$ cat config.mk
export PLATFORM = sky130hd
export DESIGN_NAME = uart_gain_loader
export DESIGN_NICKNAME = d
export VERILOG_FILES = /design/src/rtl/uart_gain_loader_pkg.sv /design/src/rtl/uart_gain_loader_rx.sv /design/src/rtl/uart_gain_loader.sv
export SDC_FILE = /design/constraint.sdc
export NUM_CORES = 1
export LEC_CHECK = 0
export BUFFER_PORTS_ARGS = -buffer_cell sky130_fd_sc_hd__buf_2
export CELL_PAD_IN_SITES_DETAIL_PLACEMENT = 1
export CELL_PAD_IN_SITES_GLOBAL_PLACEMENT = 2
export CORE_ASPECT_RATIO = 1.4
export CORE_MARGIN = 2
export CORE_UTILIZATION = 43
export CTS_CLUSTER_SIZE = 16
export DETAILED_ROUTE_END_ITERATION = 16
export PLACE_DENSITY_LB_ADDON = 0.1
export SETUP_SLACK_MARGIN = 0.5
export SLEW_MARGIN = 30
export SYNTH_ARGS = -nofsm -noshare
export SYNTH_HDL_FRONTEND = slang
export SYNTH_SLANG_ARGS = --single-unit
$ cat constraint.sdc
create_clock -name clk -period 8.6 [get_ports clk]
set_input_delay 0.86 -clock clk [delete_from_list [all_inputs] [get_ports clk]]
set_output_delay 0.86 -clock clk [all_outputs]
set_load 0.05 [all_outputs]
$ cat src/rtl/uart_gain_loader_pkg.sv
// Shared types and constants for the UART gain loader: frame constants, gain map, parser/error codes.
package uart_gain_pkg;

   localparam int unsigned GAIN_W    = 16;
   localparam int unsigned NUM_GAINS = 6;
   localparam logic [7:0]  SYNC_BYTE = 8'hA5;

   typedef enum logic [2:0] {
      GA_P_TACH = 3'd0,
      GA_I_TACH = 3'd1,
      GA_D_TACH = 3'd2,
      GA_P_WALL = 3'd3,
      GA_I_WALL = 3'd4,
      GA_D_WALL = 3'd5
   } gain_addr_e;

   typedef enum logic [2:0] {
      PS_IDLE    = 3'd0,
      PS_ADDR    = 3'd1,
      PS_DATA_HI = 3'd2,
      PS_DATA_LO = 3'd3,
      PS_CHK     = 3'd4
   } parser_state_e;

   typedef enum logic [1:0] {
      ERR_FRAMING  = 2'd0,
      ERR_BAD_ADDR = 2'd1,
      ERR_CHECKSUM = 2'd2,
      ERR_TIMEOUT  = 2'd3
   } err_code_e;

   // Payload of one gain write once a frame has been accepted.
   typedef struct packed {
      logic [2:0]        addr;
      logic [GAIN_W-1:0] data;
   } gain_wr_t;

   function automatic logic [7:0] frame_chk(input logic [7:0] addr_b,
                                            input logic [7:0] hi_b,
                                            input logic [7:0] lo_b);
      return addr_b ^ hi_b ^ lo_b;
   endfunction

endpackage

$ cat src/rtl/uart_gain_loader_rx.sv
// 8N1 UART byte receiver with input synchroniser, mid-bit sampling and framing-error detection.
module uart_rx #(
   parameter int unsigned CLKS_PER_BIT = 1085
) (
   input  logic       clk,
   input  logic       reset,
   input  logic       rx_serial,
   output logic       rx_valid,
   output logic [7:0] rx_byte,
   output logic       rx_frame_err
);

   localparam int unsigned CNT_W = (CLKS_PER_BIT > 2) ? $clog2(CLKS_PER_BIT) : 1;
   localparam logic [CNT_W-1:0] HALF_M1 = CNT_W'(CLKS_PER_BIT / 2 - 1);
   localparam logic [CNT_W-1:0] FULL_M1 = CNT_W'(CLKS_PER_BIT - 1);

   typedef enum logic [2:0] {
      RX_IDLE      = 3'd0,
      RX_START     = 3'd1,
      RX_DATA      = 3'd2,
      RX_STOP      = 3'd3,
      RX_WAIT_HIGH = 3'd4
   } rx_state_e;

   rx_state_e        state;
   logic [1:0]       sync_q;
   logic             rx_s;
   logic [CNT_W-1:0] cnt;
   logic [2:0]       bit_idx;
   logic [7:0]       shift;

   assign rx_s = sync_q[1];

   // Two-flop synchroniser; resets to the idle (high) line level.
   always_ff @(posedge clk or posedge reset) begin
      if (reset) sync_q <= 2'b11;
      else       sync_q <= {sync_q[0], rx_serial};
   end

   // Idle is only entered with the line high, so a low level in idle is a falling edge.
   always_ff @(posedge clk or posedge reset) begin
      if (reset) begin
         state        <= RX_IDLE;
         cnt          <= '0;
         bit_idx      <= '0;
         shift        <= '0;
         rx_valid     <= 1'b0;
         rx_byte      <= '0;
         rx_frame_err <= 1'b0;
      end else begin
         rx_valid     <= 1'b0;
         rx_frame_err <= 1'b0;
         case (state)
            RX_IDLE: begin
               cnt <= '0;
               if (!rx_s) state <= RX_START;
            end
            RX_START: begin
               if (cnt == HALF_M1) begin
                  cnt     <= '0;
                  bit_idx <= '0;
                  state   <= rx_s ? RX_IDLE : RX_DATA;
               end else begin
                  cnt <= cnt + CNT_W'(1);
               end
            end
            RX_DATA: begin
               if (cnt == FULL_M1) begin
                  cnt   <= '0;
                  shift <= {rx_s, shift[7:1]};
                  if (bit_idx == 3'd7) state <= RX_STOP;
                  else                 bit_idx <= bit_idx + 3'd1;
               end else begin
                  cnt <= cnt + CNT_W'(1);
               end
            end
            RX_STOP: begin
               if (cnt == FULL_M1) begin
                  cnt <= '0;
                  if (rx_s) begin
                     rx_valid <= 1'b1;
                     rx_byte  <= shift;
                     state    <= RX_IDLE;
                  end else begin
                     rx_frame_err <= 1'b1;
                     state        <= RX_WAIT_HIGH;
                  end
               end else begin
                  cnt <= cnt + CNT_W'(1);
               end
            end
            RX_WAIT_HIGH: begin
               if (rx_s) state <= RX_IDLE;
            end
            default: state <= RX_IDLE;
         endcase
      end
   end

endmodule

$ cat src/rtl/uart_gain_loader.sv
// UART command receiver: frames 5-byte gain writes, checks them, and holds the six PID gains.
module uart_gain_loader
   import uart_gain_pkg::*;
#(
   parameter int unsigned   CLKS_PER_BIT = 1085,
   parameter int unsigned   TIMEOUT_BITS = 20,
   parameter logic [15:0]   K_P_TACH_RST = 16'h0F00,
   parameter logic [15:0]   K_P_WALL_RST = 16'h0040
) (
   input  logic              clk,
   input  logic              reset,
   input  logic              rx_serial,
   input  logic              load_en,
   output logic [GAIN_W-1:0] k_p_tach,
   output logic [GAIN_W-1:0] k_i_tach,
   output logic [GAIN_W-1:0] k_d_tach,
   output logic [GAIN_W-1:0] k_p_wall,
   output logic [GAIN_W-1:0] k_i_wall,
   output logic [GAIN_W-1:0] k_d_wall,
   output logic              gain_update,
   output logic [2:0]        gain_addr,
   output logic              err,
   output logic [1:0]        err_code
);

   localparam int unsigned TMO_CYCLES = TIMEOUT_BITS * CLKS_PER_BIT;
   localparam int unsigned TMO_W      = $clog2(TMO_CYCLES + 1);
   localparam logic [TMO_W-1:0] TMO_LAST = TMO_W'(TMO_CYCLES - 1);

   logic              rx_valid;
   logic [7:0]        rx_byte;
   logic              rx_frame_err;

   parser_state_e     ps;
   logic [7:0]        addr_q;
   logic [7:0]        hi_q;
   logic [7:0]        lo_q;
   logic [TMO_W-1:0]  tmo_cnt;
   logic [GAIN_W-1:0] gain_q [NUM_GAINS];
   gain_wr_t          wr_c;

   uart_rx #(.CLKS_PER_BIT(CLKS_PER_BIT)) u_rx (
      .clk          (clk),
      .reset        (reset),
      .rx_serial    (rx_serial),
      .rx_valid     (rx_valid),
      .rx_byte      (rx_byte),
      .rx_frame_err (rx_frame_err)
   );

   assign wr_c.addr = addr_q[2:0];
   assign wr_c.data = {hi_q, lo_q};

   function automatic logic [GAIN_W-1:0] gain_reset_val(input int unsigned idx);
      if (3'(idx) == GA_P_TACH) return K_P_TACH_RST;
      if (3'(idx) == GA_P_WALL) return K_P_WALL_RST;
      return '0;
   endfunction

   // Parser, timeout and gain registers; a completed byte takes priority over timeout expiry.
   always_ff @(posedge clk or posedge reset) begin
      if (reset) begin
         ps          <= PS_IDLE;
         addr_q      <= '0;
         hi_q        <= '0;
         lo_q        <= '0;
         tmo_cnt     <= '0;
         gain_update <= 1'b0;
         gain_addr   <= '0;
         err         <= 1'b0;
         err_code    <= ERR_FRAMING;
         for (int unsigned i = 0; i < NUM_GAINS; i++) gain_q[i] <= gain_reset_val(i);
      end else begin
         gain_update <= 1'b0;
         err         <= 1'b0;
         if (rx_frame_err) begin
            err      <= 1'b1;
            err_code <= ERR_FRAMING;
            ps       <= PS_IDLE;
            tmo_cnt  <= '0;
         end else if (rx_valid) begin
            tmo_cnt <= '0;
            case (ps)
               PS_IDLE:    if (rx_byte == SYNC_BYTE) ps <= PS_ADDR;
               PS_ADDR:    begin addr_q <= rx_byte; ps <= PS_DATA_HI; end
               PS_DATA_HI: begin hi_q   <= rx_byte; ps <= PS_DATA_LO; end
               PS_DATA_LO: begin lo_q   <= rx_byte; ps <= PS_CHK;     end
               PS_CHK: begin
                  ps <= PS_IDLE;
                  if (rx_byte != frame_chk(addr_q, hi_q, lo_q)) begin
                     err      <= 1'b1;
                     err_code <= ERR_CHECKSUM;
                  end else if (addr_q > 8'd5) begin
                     err      <= 1'b1;
                     err_code <= ERR_BAD_ADDR;
                  end else if (load_en) begin
                     gain_update <= 1'b1;
                     gain_addr   <= wr_c.addr;
                     for (int unsigned i = 0; i < NUM_GAINS; i++)
                        if (wr_c.addr == 3'(i)) gain_q[i] <= wr_c.data;
                  end
               end
               default: ps <= PS_IDLE;
            endcase
         end else if (ps != PS_IDLE) begin
            if (tmo_cnt == TMO_LAST) begin
               err      <= 1'b1;
               err_code <= ERR_TIMEOUT;
               ps       <= PS_IDLE;
               tmo_cnt  <= '0;
            end else begin
               tmo_cnt <= tmo_cnt + TMO_W'(1);
            end
         end else begin
            tmo_cnt <= '0;
         end
      end
   end

   assign k_p_tach = gain_q[0];
   assign k_i_tach = gain_q[1];
   assign k_d_tach = gain_q[2];
   assign k_p_wall = gain_q[3];
   assign k_i_wall = gain_q[4];
   assign k_d_wall = gain_q[5];

endmodule

* Word-level counts from Yosys, hierarchy flattened
Cells that the tools add are included.
Storage, ports and cells: output and inout bits 103, register bits after elaboration 182, logic and storage cells 138, input port bits 4
Operators by class: reduce and logical (&&, ||, !) cells 25, bitwise gates (word level) 5, eq/ne operators 29, mux-type cells 52, $add $sub $neg 3, order comparisons 1
Operators with widths (count):
- $mux W15 | 4
- $mux W3 | 15
- $reduce_and A7 Y1 | 6
- $pmux W11 S3 | 1
- $mux W11 | 2
- $mux W1 | 19
- $eq A3 B2 Y1 const B | 6
- $mux W2 | 8
- $xor A8 B8 Y8 | 2
- $add A15 B1 Y15 const B | 1
- $eq A15 B15 Y1 const B | 1
- $eq A3 B3 Y1 const B | 5
- $pmux W3 S5 | 1
- $reduce_and A3 Y1 | 5
- $pmux W3 S4 | 1
- $reduce_and A6 Y1 | 2
- $reduce_bool A3 Y1 | 4
- $add A11 B1 Y11 const B | 1
- $eq A11 B10 Y1 const B | 1
- $eq A11 B11 Y1 const B | 1
- $ne A2 B1 Y1 const B | 5
- $eq A3 B1 Y1 const B | 3
- $logic_not A3 Y1 | 3
- $eq A8 B8 Y1 const B | 1
- 12 further kinds | 17

* Logic depth before layout (Yosys ltp)
Gate-level depths: netlist of run 1.
word-level depth 7, depth in mapped cells 10, mapped depth without buffers 8

* Modules after synthesis
Synthesis of run 1 repeated with hierarchy kept, for this count alone.
Second synthesis, totals: cell total of the unflattened synthesis 599, area, all modules 8094.0 um^2
Modules (own cells, without submodules):
- uart_gain_loader | cells an instance 439, area an instance 6319.8 um^2, times used 1, sequential area each 3634.7 um^2
- uart_rx | cells an instance 160, area an instance 1774.2 um^2, times used 1, sequential area each 928.4 um^2

* Worst setup path before layout of run 1
OpenSTA, ideal clock, no wires.
kind reg-to-reg, start point reg addr_q[1], end point reg gain_q (netlist bit k_i_wall[0]), required time 8.475 ns, path buffers 4, arrival time 2.628 ns, clock period less this slack 2.753 ns, path slack 5.847 ns, stages on the path, launching flop included 11, setup time 0.125 ns, cells stage by stage dfrtp_1 -> buf_4 -> xor2_1 -> xnor2_1 -> nand4_1 -> or4_4 -> buf_6 -> or4_4 -> buf_6 -> buf_12 -> mux2_4
Between the ends: cells in the longest elaborated chain, start to end 5, elaborated cells on any way between the ends 8, those cells by class 1 x order compare; 2 x eq/ne; 4 x bitwise; 1 x reduce/logical
RTL lines:
- start: declaration | RTL line uart_gain_loader.sv:35 | logic [7:0] addr_q;
- start signal: assignment | RTL line uart_gain_loader.sv:64 | addr_q <= '0;
- start signal: assignment | RTL line uart_gain_loader.sv:85 | PS_ADDR: begin addr_q <= rx_byte; ps <= PS_DATA_HI; end
- parallel branches: the longest is 4 deep, another holds $gt A8 B3 Y1
- $reduce_and A7 Y1 (no line) (*)
- end signal: indexed assignment | RTL line uart_gain_loader.sv:100 | if (wr_c.addr == 3'(i)) gain_q[i] <= wr_c.data;
- end: declaration | RTL line uart_gain_loader.sv:39 | logic [GAIN_W-1:0] gain_q [NUM_GAINS];
Every way passes the cells marked *. A chain may end at the register's enable or synchronous reset.

* Final worst setup path of run 1
start point reg addr_q[2], end point reg gain_q (netlist bit k_d_wall[3])
Same word-level chain as after synthesis.

==> flow_summary.ini, run 1 <==
[global_route]
grt_pass1_wl_um = 28500
gr-total-overflow = 0
antenna_found_initial = 0
grt_max_degree = 124
track_usage = 0.198
grt_pass1_vias = 5225

[placed_design]
portBuffers = 106
placed_cells = 894
place_congestion = 0.770
dp_hpwl_um = 12200
postPlaceCellArea_mm2 = 0.00842

[route]
first_pass_iters = 4
vias = 4749
drt_iter0_drc = 155
drcViolationCount = 0
drt.antenna.violating_nets = 0
post_drt_wl_per_cell_um = 18.6
wirelength_um = 17300
via_per_inst = 5.13

[floorplanning]
rows = 57
io_pins = 107
die_h_um = 162
start_util = 0.440
dieArea_mm2 = 0.0189
fp.dieW_um = 117
fp.coreArea_mm2 = 0.0174

[sta]
setup_tns_ps = 0
worst_hold_slack_ps = 361
setup_viol = 0
worst_clock_skew_ps = 10.0
rsz0062_at_grt = no
max_slew_margin = 0.438
period_needed_ps = 3210
drv_slew = 0
hold_viol = 0
fmax_mhz = 311
worst_slew_pin_slew_ps = 843
final.period_utilization = 0.374

[power]
leakagePower_uw = 0.00470
power_density_mw_per_mm2 = 180
ir_drop_mv = 0.127

[synthesis]
yosys.area_share.simple = 0.100
syn_nets = 572
synth_adder_area_share = 0.00981
syn_area_mm2 = 0.00766
synth_edf_count = 0
ys.flop_type = dfrtp_1
yosys_warnings = 0
yosysUniqueCellTypes = 44
synthArstFlopShare = 1.00
synth_xor_area_frac = 0.0526
ys_seq_elements = 182
postSynthCellCount = 562
syn_avg_cell_area_um2 = 13.6
synth-compound-area-share = 0.0139
synth_mux_area_frac = 0.206
synth_top_family_by_area = multiplexers
yosysSeqAreaShare = 0.596

[cells_and_area]
final_cells = 926
layout.nets = 687
stdcell_area_mm2 = 0.00897
areaGrowthSynthToFinish_pct = 17.2
fin_util = 0.516
drive_gt1_frac = 0.419
diodes = 0

[worst_setup_path]
crit_family = simple AND/OR/NAND/NOR gates
cp.required_ps = 8910
cp-start-kind = flop
endpoint_kind = flop
cpPeakStageDelay_ps = 650
path_cells = xnor2_1 > xnor2_1 > nand4_1 > or4_4 > inv_1 > nand4b_2 > mux2_1
slowest_stage = or4_4
path_class = flop to flop
path_common_cell = xnor2_1
critPathBufInv = 1
worst-endpoint-arrival_ps = 3530
crit_fanout = 16

[clocking]
cts-root-buf = clkbuf_16
numCtsBuffers = 17
cts_tree = done
clock_sinks = 182
cts_setup_buffers = 0
post_cts_resized = 0
clockBufferDepth = 2
cts_htree_levels = 4
clkTransAtPathRegs_ps = 70
cts_hold_buf = 0
worstSkewPairLatency_ps = 430

[status]
outcome = completed

[run]
drv_cap = 0

[hold_path]
worstHoldPathType = flop to flop
==> final timing paths <==
path,endpoint,startpoint,cells after the start,slack (ps)
min in group asynchronous,tmo_cnt[11]$_DFF_PP0_,reset,2,580
max in group asynchronous,k_i_tach[10]$_DFFE_PP0P_,reset,3,6710
worst max register to register,k_d_wall[3]$_DFFE_PP0P_,addr_q[2]$_DFFE_PP0P_,7,5390
worst min-delay path,u_rx.sync_q[1]$_DFF_PP1_,u_rx.sync_q[0]$_DFF_PP1_,0,360
worst min register to register,u_rx.sync_q[1]$_DFF_PP1_,u_rx.sync_q[0]$_DFF_PP1_,0,360
worst max-delay path,k_d_wall[3]$_DFFE_PP0P_,addr_q[2]$_DFFE_PP0P_,7,5390
==> Yosys cell counts (all sizes together), types with 3 or more instances <==
library cell,count,area share
nand2,42,0.021
mux2,135,0.20
nor3,10,0.0072
buf,11,0.013
ha,6,0.0098
xnor2,27,0.031
xor2,19,0.022
dfstp,7,0.024
inv,12,0.0059
and2,3,0.0025
nand4,10,0.0082
o21ai,6,0.0039
nor2b,4,0.0033
nand3,12,0.0078
clkbuf,5,0.0025
nor4,4,0.0052
nor2,42,0.021
and3,4,0.0033
dfrtp,175,0.57
a21oi,7,0.0046
==> state kept, by name (all words and copies together) (netlist names), 11 cells and up <==
signal	cells
k_p_tach	16
k_d_tach	16
k_i_wall	16
k_d_wall	16
k_p_wall	16
k_i_tach	16
tmo_cnt	15
u_rx.cnt	11
==> per-stage QoR <==
step | power [uW] | setup slack (ps)
2_1_floorplan | 886 | 2810
3_3_place_gp | 892 | 5220
3_5_place_dp | 893 | 5340
4_1_cts | 1640 | 5330
5_1_grt | 1670 | 5160
6_report | 1610 | 5390
==> routing by layer <==
layer  wire [um]  track usage  up-vias
li1            -            -     2177
met5           0            0        -
met4         199       0.0578        0
met2        9600        0.355       74
met3         522       0.0407       13
met1        6930        0.236     2485
==> where the power goes <==
| group | internal, uW | switching, uW | total (uW) |
|---|---|---|---|
| clock network | 408 | 329 | 737 |
| logic | 1.09 | 16.5 | 17.6 |
| registers | 857 | 0.465 | 857 |
| total | 1270 | 346 | 1610 |
==> logic make-up (layout without fill, tap and decap cells) <==
| kind of cell | Yosys count | after routing |
|---|---|---|
| flops | 182 | 182 |
| buf+inv | 28 | 156 |
| compound gates | 18 | 18 |
| xor+xnor | 46 | 46 |
| mux | 137 | 137 |
| fa+ha+maj | 6 | 6 |
| simple gates | 145 | 145 |
==> cell type report <==
| type | instances | area, um^2 |
|---|---|---|
| fill | 1855 | 8430 |
| sequential | 182 | 4560 |
| multi-input combinational | 352 | 2930 |
| timing repair buffer | 112 | 579 |
| clock buffer | 21 | 450 |
| tap | 236 | 295 |
| clock inverter | 11 | 104 |
| inverter | 12 | 52.6 |
==> cells in the final DEF (no fill, tap or decap), types with 3 or more instances in the layout <==
cell type and n:
a21oi_1 7, inv_1 11, xor2_1 19, ha_1 6, nor2_1 42, clkinv_4 3, clkbuf_1 3, mux2_1 4
nor4_1 3, mux2_2 121, dfstp_2 7, o21ai_0 6, nand4_1 10, dfrtp_1 175, nand2_1 42, and3_1 4
buf_2 106, clkinv_2 3, nand3_1 12, mux2_4 10, xnor2_1 27, and2_1 3, nor2b_1 4, clkbuf_16 17
nor3_1 9, buf_4 5
(Power assumes the default switching activity.)
==> run 2: changes to the inputs <==
- ABC_AREA: unset -> 1
- CORE_UTILIZATION: 43 -> 32
- clock period: 8.6 -> 2.9 ns (I/O delays scaled with it)
==> run 2 against run 1 <==
Cell area up 13%. Fmax up 44%. Combinational power rose to 6.2 times the previous value. Worst setup slack worse by 4700 ps. Critical path depth up 2. Core utilization down 14 points. Flip-flop and latch count unchanged. Synthesized area up 13%. Clock-buffer cell count up 1.
==> flow_summary.ini, run 2 <==
[worst_setup_path]
path_common_cell = nand2_1
cpPeakStageDelay_ps = 460
critPathBufInv = 1
cp.required_ps = 3220
slowest_stage = nor3_1
worst-endpoint-arrival_ps = 2550
cp-start-kind = flop
crit_family = simple AND/OR/NAND/NOR gates
path_class = flop to flop
path_cells = inv_1 > ha_1 > nand4_1 > nor3_1 > nor2_1 > nor2_1 > nand2_1 > nand2_1 > nand2_1
endpoint_kind = flop
crit_fanout = 6

[floorplanning]
fp.coreArea_mm2 = 0.0267
dieArea_mm2 = 0.0284
fp.dieW_um = 143
die_h_um = 199
io_pins = 107
start_util = 0.324
rows = 71

[route]
via_per_inst = 4.63
drt_iter0_drc = 250
drt.antenna.violating_nets = 0
vias = 6940
drcViolationCount = 0
first_pass_iters = 4
post_drt_wl_per_cell_um = 16.9
wirelength_um = 25400

[sta]
setup_viol = 0
worst_clock_skew_ps = 12.6
setup_tns_ps = 0
fin_ws_ps = 675
hold_viol = 0
fmax_mhz = 449
drv_slew = 0
rsz0062_at_grt = yes
period_needed_ps = 2230
max_slew_margin = 0.486
final.period_utilization = 0.767
worst_slew_pin_slew_ps = 768

[clocking]
clockBufferDepth = 2
cts_tree = done
worstSkewPairLatency_ps = 440
clock_sinks = 182
clkTransAtPathRegs_ps = 70
cts-root-buf = clkbuf_16
numCtsBuffers = 17
cts_htree_levels = 4

[global_route]
track_usage = 0.184
gr-total-overflow = 0
grt_pass1_vias = 7127
antenna_found_initial = 0
grt_max_degree = 100
grt_pass1_wl_um = 39800

[synthesis]
synth_commonest_cells = nand2_1, dfrtp_1, nand3_1
yosys_warnings = 0
syn_avg_cell_area_um2 = 8.52
postSynthCellCount = 1015
yosysMostFrequentCell = nand2_1
synth.area.top_cells = dfrtp_1, nand2_1, nand3_1, inv_1, o21ai_0
ys_seq_elements = 182
synth_edf_count = 0
syn_area_mm2 = 0.00865
yosysTopAreaCellShare = 0.506
syn_nets = 1025
synth_area_leader_cell = dfrtp_1
yosysSeqAreaShare = 0.527
ys.flop_type = dfrtp_1
yosysUniqueCellTypes = 39
synthArstFlopShare = 1.00

[run]
drv_cap = 0

[power]
leakagePower_uw = 0.00540
power_frac_comb = 0.022
p_int_uw = 3910
ir_drop_mv = 0.396
p_sw_frac = 0.222
power_density_mw_per_mm2 = 495
seqPwrFrac = 0.506
clock_power_share = 0.473
power.switching_uw = 1120

[cells_and_area]
drive_gt1_frac = 0.194
layout.nets = 1130
layout_common_cells = nand2_1, dfrtp_1, nand3_1, buf_2, inv_1
nFillCells = 3201
areaGrowthSynthToFinish_pct = 17.4
diodes = 0
final_common_cell = nand2_1

[placed_design]
dp_hpwl_um = 18300
place_ws_ps = 483
portBuffers = 106
place_congestion = 0.769

[status]
outcome = completed

[hold_path]
worstHoldPathType = input pin to flop
[run 2: stage by stage]
| stage | area (um^2) | hold WS [ps] | instances | utilization | power (uW) |
|---|---|---|---|---|---|
| floorplan | 8660 | 294 | 1015 | - | 2670 |
| global placement | 9430 | 346 | 1460 | 0.353 | 2690 |
| detailed placement | 9430 | 351 | 1460 | 0.353 | 2690 |
| CTS | 10000 | 303 | 1494 | 0.376 | 5100 |
| global route | 10200 | 321 | 1498 | 0.380 | 5200 |
| finish | 10200 | 310 | 1498 | 0.380 | 5030 |
[run 2: path summary, 6_finish.rpt]
| check | startpoint | to | slack, ps | depth (start not counted) |
|---|---|---|---|---|
| max in group asynchronous | reset | k_p_tach[9]$_DFFE_PP1P_ | 1590 | 4 |
| worst min register to register | u_rx.sync_q[0]$_DFF_PP1_ | u_rx.sync_q[1]$_DFF_PP1_ | 360 | 0 |
| min in group asynchronous | reset | hi_q[7]$_DFFE_PP0P_ | 520 | 3 |
| worst min-delay path | load_en | gain_update$_DFF_PP0_ | 310 | 3 |
| worst max-delay path | u_rx.cnt[0]$_DFFE_PP0P_ | u_rx.state[0]$_DFFE_PP0P_ | 670 | 9 |
| worst max register to register | u_rx.cnt[0]$_DFFE_PP0P_ | u_rx.state[0]$_DFFE_PP0P_ | 670 | 9 |
[run 2: layer usage]
metal | part of all wire | wire (um) | up-vias | global-route usage
met2 | 0.54 | 13700 | 116 | 0.344
met3 | 0.030 | 757 | 22 | 0.0274
met1 | 0.42 | 10700 | 3362 | 0.218
li1 | - | - | 3440 | -
met4 | 0.012 | 303 | 0 | 0.0440
met5 | 0 | 0 | - | 0
[run 2: area by class of cell]
class | instances | area, um^2 | share of cell area
sequential | 182 | 4570 | 0.450
multi-input combinational | 693 | 3320 | 0.327
tap | 365 | 457 | 0.0450
clock inverter | 10 | 123 | 0.0121
inverter | 93 | 363 | 0.0357
clock buffer | 22 | 474 | 0.0467
timing repair buffer | 133 | 851 | 0.0837
[run 2: what timing repair did]
action | 4_1_cts | 5_1_grt
endpoints found under the setup margin | 33 | 112
cloned | 0 | 1
setup buffers | 0 | 3
hold buffers | 2 | 0
hold endpoints to repair | 21 | 0
gates resized for setup | 2 | 8
pin swaps | 0 | 3
[run 2: cell families (layout without fill, tap and decap cells)]
logic type / Yosys count / after routing / share of synthesized area
AO/OA/AOI/OAI: 62 / 62 / 0.0375
buffers and inverters: 140 / 258 / 0.0921
flip-flops: 182 / 182 / 0.527
AND/OR/NAND/NOR: 611 / 611 / 0.320
adder cells (fa/ha/maj): 6 / 6 / 0.00868
XOR/XNOR: 14 / 14 / 0.0142
[run 2: power groups by stage]
stage | clock [uW] | sequential (uW) | combinational [uW]
3_3_place_gp | 0 | 2590 | 105
2_1_floorplan | 0 | 2590 | 75.4
4_1_cts | 2450 | 2540 | 107
3_5_place_dp | 0 | 2590 | 105
5_1_grt | 2540 | 2540 | 124
6_report | 2380 | 2540 | 109
[run 2: tightest hold or removal path: cells and delay by family]
family | cells | cell delay (ps)
buffers and inverters | 2 | 330
and+or+nand+nor | 1 | 60
